**config.mk**
```make
export PLATFORM = sky130hd
export DESIGN_NAME = pipe_stage_reg
export DESIGN_NICKNAME = d
export VERILOG_FILES = /design/src/rtl/pipe_stage_reg.sv
export SDC_FILE = /design/constraint.sdc
export NUM_CORES = 1
export LEC_CHECK = 0
export ABC_AREA = 1
export BUFFER_PORTS_ARGS = -buffer_cell sky130_fd_sc_hd__buf_2
export CAP_MARGIN = 20
export CORE_MARGIN = 1
export CORE_UTILIZATION = 35
export DETAILED_ROUTE_END_ITERATION = 12
export PLACE_DENSITY = 0.67
export SLEW_MARGIN = 20
export SYNTH_ARGS = -nofsm -noshare
export SYNTH_HDL_FRONTEND = slang
export SYNTH_SLANG_ARGS = --single-unit
```
**constraint.sdc**
```tcl
create_clock -name CLK -period 4.2 [get_ports CLK]
set_input_delay 0.21 -clock CLK [delete_from_list [all_inputs] [get_ports CLK]]
set_output_delay 0.21 -clock CLK [all_outputs]
set_load 0.02 [all_outputs]
```
**src/rtl/pipe_stage_reg.sv**
```systemverilog
// Inter-stage pipeline register with valid/ready handshake, synchronous flush,
// bubble zeroing of control bits and an optional 2-entry skid buffer.
module pipe_stage_reg #(
  parameter int DATA_W = 69,
  parameter int CTRL_W = 7,
  parameter int SKID   = 1
) (
  input  logic              CLK,
  input  logic              RESET_N,
  input  logic              FLUSH,
  input  logic              IN_VALID,
  output logic              IN_READY,
  input  logic [DATA_W-1:0] IN_DATA,
  input  logic [CTRL_W-1:0] IN_CTRL,
  output logic              OUT_VALID,
  input  logic              OUT_READY,
  output logic [DATA_W-1:0] OUT_DATA,
  output logic [CTRL_W-1:0] OUT_CTRL,
  output logic [1:0]        OCC
);

  // Handshake: an entry moves across a boundary on a rising CLK edge exactly
  // when both valid and ready are high there (accept upstream, consume downstream).
  // The encoding equals the occupancy, so OCC is the state register itself.
  typedef enum logic [1:0] {
    ST_EMPTY = 2'd0,
    ST_FULL  = 2'd1,
    ST_SKID  = 2'd2
  } state_t;

  state_t            state;
  logic              in_ready_q;
  logic [DATA_W-1:0] main_data;
  logic [CTRL_W-1:0] main_ctrl;
  logic [DATA_W-1:0] skid_data;
  logic [CTRL_W-1:0] skid_ctrl;
  logic              out_valid;
  logic              accept;
  logic              consume;

  assign out_valid = (state != ST_EMPTY);

  // With the skid buffer, ready is a flop so no combinational path reaches upstream.
  assign IN_READY  = (SKID != 0) ? in_ready_q : (!out_valid || OUT_READY);
  assign accept    = IN_VALID && IN_READY;
  assign consume   = out_valid && OUT_READY;

  assign OUT_VALID = out_valid;
  assign OUT_DATA  = main_data;
  assign OUT_CTRL  = main_ctrl;
  assign OCC       = state;

  always_ff @(posedge CLK or negedge RESET_N) begin
    if (!RESET_N) begin
      state      <= ST_EMPTY;
      in_ready_q <= 1'b1;
      main_data  <= '0;
      main_ctrl  <= '0;
      skid_data  <= '0;
      skid_ctrl  <= '0;
    end else if (FLUSH) begin
      state      <= ST_EMPTY;
      in_ready_q <= 1'b1;
      main_ctrl  <= '0;
    end else begin
      case (state)
        ST_EMPTY: begin
          if (accept) begin
            state     <= ST_FULL;
            main_data <= IN_DATA;
            main_ctrl <= IN_CTRL;
          end
        end
        ST_FULL: begin
          if (accept && consume) begin
            main_data <= IN_DATA;
            main_ctrl <= IN_CTRL;
          end else if (accept && (SKID != 0)) begin
            // Downstream stalled while ready was still high: park in the skid slot.
            state      <= ST_SKID;
            in_ready_q <= 1'b0;
            skid_data  <= IN_DATA;
            skid_ctrl  <= IN_CTRL;
          end else if (consume) begin
            state     <= ST_EMPTY;
            main_ctrl <= '0;
          end
        end
        ST_SKID: begin
          if (consume) begin
            state      <= ST_FULL;
            in_ready_q <= 1'b1;
            main_data  <= skid_data;
            main_ctrl  <= skid_ctrl;
          end
        end
        default: begin
          state      <= ST_EMPTY;
          in_ready_q <= 1'b1;
          main_ctrl  <= '0;
        end
      endcase
    end
  end

endmodule

```
; ---- Word level (Yosys, flattened, before mapping)
; Cells that the tools add are included.
[op_classes]
n_eq_ne = 13
muxes = 23
bitwise_logic = 2
n_reduce_logical = 11
[op_table]
columns = cell, count
row1 = 2-to-1 mux 69 bit, 3
row2 = case mux 69 bit (3 select lines), 1
row3 = 2-to-1 mux 7 bit, 6
row4 = case mux 7 bit (3 select lines), 1
row5 = AND reduction 4 bit, 4
row6 = 2-to-1 mux 2 bit, 6
row7 = != test 3 bit (second input constant), 4
row8 = != test 4 bit (second input constant), 3
row9 = != test 2 bit (second input constant), 4
row10 = case mux 2 bit (3 select lines), 1
row11 = AND reduction 5 bit, 1
row12 = 2-to-1 mux 1 bit, 4
row13 = logical AND 1 bit, 3
row14 = case mux 1 bit (3 select lines), 1
row15 = nonzero test 3 bit, 1
row16 = == test 2 x 1 -> 1 bit (second input constant), 1
row17 = == test 2 bit (second input constant), 1
row18 = zero test 2 bit, 1
row19 = NOT 1 bit, 2
row20 = nonzero test 2 bit, 1
[totals]
regBits = 155
input_bits = 81
output_inout_bits = 80

; ---- Depth between registers and ports, before layout
[depth]
ltp_word = 7
mapped_depth = 9
ltp_nobuf = 8

; ---- Worst setup path after synthesis
; Ideal clock, no wire load.
[synth_path]
path_kind = flip-flop to flip-flop
start = reg in_ready_q (netlist: IN_READY)
end = reg skid_data[39]
arrival_time_ns = 1.546
required_time_ns = 4.067
path_slack_ns = 2.521
stages_incl_launch_ff = 8
synth_period_minus_slack_ns = 1.679
cell_sequence = dfstp_2 nand2_1 nor2_2 nand2_1 buf_2 clkbuf_1 nor2_1 a21oi_1
[synth_via]
elab_chain_cells = 4
[synth_rtl]
columns = element, line
row1 = from (decl), 32  ; logic in_ready_q;
row2 = from (signal assigned), 56  ; in_ready_q <= 1'b1;
row3 = from (signal assigned), 63  ; in_ready_q <= 1'b1;
row4 = from (signal assigned), 81  ; in_ready_q <= 1'b0;
row5 = logical AND 1 bit *, 45  ; assign accept = IN_VALID && IN_READY;
row6 = logical AND 1 bit, 75  ; if (accept && consume) begin
row7 = NOT 1 bit (no line), n/a
row8 = AND reduction 4 bit (no line) *, n/a
row9 = to (signal assigned), 59  ; skid_data <= '0;
row10 = to (signal assigned), 82  ; skid_data <= IN_DATA;
row11 = to (decl), 35  ; logic [DATA_W-1:0] skid_data;
; Mark *: on every way between the ends. The rest lies on a longest branch, timed or not.
; A chain may end at the register's enable or synchronous reset.

; ---- Worst setup path after layout
[layout_path]
start = reg in_ready_q (netlist: IN_READY)
end = reg skid_data[63]
; Same word-level chain as after synthesis.

==> results.json <==
{
  "skew_ns": 0.0115,
  "cts_root_buf": "clkbuf_16",
  "final_nets": 1083,
  "clock_latency_ns": 0.41,
  "clock_sinks": 155,
  "seq_area_frac_synth_pct": 56.3,
  "ios": 161,
  "die_area_um2": 20200,
  "die_x_um": 142,
  "min_period_ns": 2.46,
  "crit_arrival_ns": 2.76,
  "gr-total-overflow": 0,
  "synthDistinctLibCells": 19,
  "power.density_nw_per_um2": 715,
  "grt_pass1_vias": 5627,
  "cellLeakagePower_uw": 0.00473,
  "crit_slowest_cell": "dfstp_2",
  "yosys.area.top_type": "dfrtp_1",
  "groute.usage.overall_pct": 17.0,
  "ys_seq_elements": 155,
  "path_buf_inv": 1,
  "cpPeakStageDelay_ns": 0.56,
  "design_area_um2": 8500,
  "whs_path_depth": 3,
  "hpwl_um": 10400,
  "utilization_pct": 44.7,
  "synth_top_area_share_pct": 55.9,
  "drt_iter0_markers": 294,
  "hp-start": "IN_CTRL[2]",
  "viasPerCell": 4.62,
  "clk_pin_slew_ns": 0.06,
  "yosys_warnings": 0,
  "clockBufferDepth": 2,
  "critical_path.max_fanout": 85,
  "layout-drive-gt1-share_pct": 20.5,
  "antennaDiodeCount": 0,
  "final_common_cell": "nand2_1",
  "num_vias": 5884,
  "port_buffers": 160,
  "first_pass_iters": 5,
  "max_slew.worst_pin.slew_ns": 0.917,
  "status": "complete, no violations",
  "final_cell_mix": "nand2_1, buf_2, dfrtp_1, nand3_1, o21ai_0",
  "area_delta_synth_final_pct": 23.4,
  "die_h_um": 142,
  "finalSetupTns_ns": 0,
  "yosys-top-cells-area": "dfrtp_1, nand2_1, nand3_1",
  "maxSlewHeadroom_pct": 38.9,
  "coreArea_um2": 19000,
  "drt-wirelength-per-cell_um": 12.7,
  "r2r_cells": 5,
  "ff2ff_setup_slack_ns": 1.74,
  "critical_path.top_delay_family": "simple AND/OR/NAND/NOR gates",
  "setup_viol": 0,
  "min_to": "skid_ctrl[2]",
  "crit_required_ns": 4.50,
  "htree_levels": 4,
  "synth_area_um2": 6890,
  "numCtsBuffers": 17,
  "worst_setup_path_start_kind": "flop",
  "grt_pass1_wl_um": 27400,
  "rows": 50,
  "ir_drop_uv": 263,
  "fmaxAchievable_ghz": 0.407,
  "finalMaxSlewViolations": 0,
  "drc": 0,
  "ant_nets": 0,
  "critical_path_class": "reg -> reg",
  "r2r_end": "skid_data[63]",
  "wl_um": 16100,
  "critPathCaptureType": "flop",
  "synth_fp_nets": 947,
  "grt_max_degree": 88,
  "rsz0062_at_grt": "no",
  "hold_viol_final": 0,
  "syn_inst": 866,
  "finalPower_uw": 6080,
  "gp_congestion": 0.872,
  "syn_avg_cell_area_um2": 7.95,
  "antenna_found_initial": 1,
  "r2r-start": "IN_READY",
  "cts_tree": "built",
  "crit_path_cell_trace": "nand2_1, nor2_2, nand2_4, buf_4, o21ai_0",
  "start_util_pct": 36.2,
  "fin_crit_sh_pct": 58.5,
  "cts_resized": 0,
  "max-cap-violations": 0,
  "min_path_type": "in -> reg",
  "placed_cell_area_um2": 7890
}
cell type report:
class                      instances  area (um2)
clock inverter                     5        81.3
timing repair buffer             169         877
fill                            1974       10500
sequential                       155        3880
inverter                          77         289
tap                              260         325
multi-input combinational        582        2520
clock buffer                      26         519
cells in the mapped netlist:
library cell	number
inv_1	74
nor3_1	1
o21ai_0	84
dfstp_2	1
nor2_1	45
nand3_1	95
o21ai_1	19
nand2_2	1
nand2_1	294
a21oi_1	39
dfrtp_1	154
buf_2	13
clkbuf_1	34
buf_6	1
buf_1	4
nor2_2	2
o21ai_2	1
inv_2	3
a21oi_2	1
what timing repair did:
action | CTS | global route
endpoints found under the hold margin | 84 | 0
hold buffers | 1 | 0
setup buffers | 0 | 0
per-stage QoR:
stage | worst slack (ns) | hold WS [ns] | std cells
finish | 1.74 | 0.0509 | 1274
global route | 1.41 | 0.0354 | 1274
CTS | 1.75 | 0.0278 | 1274
detailed placement | 1.76 | 0.353 | 1242
global placement | 1.83 | 0.347 | 1242
floorplan | 2.52 | -0.0856 | 866
per-layer routing:
layer	vias to the layer above	GRT usage [%]	share of wire, %
li1	3017	-	-
met1	2722	23.5	48
met2	131	26.8	46
met3	14	3.47	4.5
met4	0	5.21	1.4
met5	-	0	0
worst reg2reg max path: cells and delay by family, from the launching register on:
kind                   cells  cell delay, ns
buffers and inverters      1            0.53
flip-flops                 1            0.56
AND/OR/NAND/NOR            3            0.92
AO/OA/AOI/OAI              1            0.35
state kept, by name (all words and copies together) (netlist names):
signal     flops
IN_READY       1
OCC            2
OUT_CTRL       7
OUT_DATA      69
skid_ctrl      7
skid_data     69
where the power goes:
| part | switching (uW) | leakage [uW] | internal, uW |
|---|---|---|---|
| sequential | 314 | 0.00186 | 2180 |
| clock | 573 | 0.000293 | 969 |
| combinational | 1380 | 0.00257 | 664 |
| total | 2270 | 0.00473 | 3810 |
how the worst max path moves through the flow:
stage	slack, ns	startpoint	cells past startpoint	to
global placement	1.83	IN_READY	6	skid_data[33]
CTS	1.75	IN_READY	6	skid_data[34]
finish	1.74	IN_READY	5	skid_data[63]
floorplan	2.52	IN_READY	7	skid_data[39]
detailed placement	1.76	IN_READY	6	skid_data[34]
global route	1.41	IN_READY	6	skid_data[63]
kinds of logic (layout without fill, tap and decap cells):
logic type / Yosys count / in the layout / synth area share [%]
buffers and inverters: 129 / 277 / 7.38
AO/OA/AOI/OAI: 144 / 144 / 10.6
flip-flops: 155 / 155 / 56.3
AND/OR/NAND/NOR: 438 / 438 / 25.7
(Power assumes the default switching activity.)
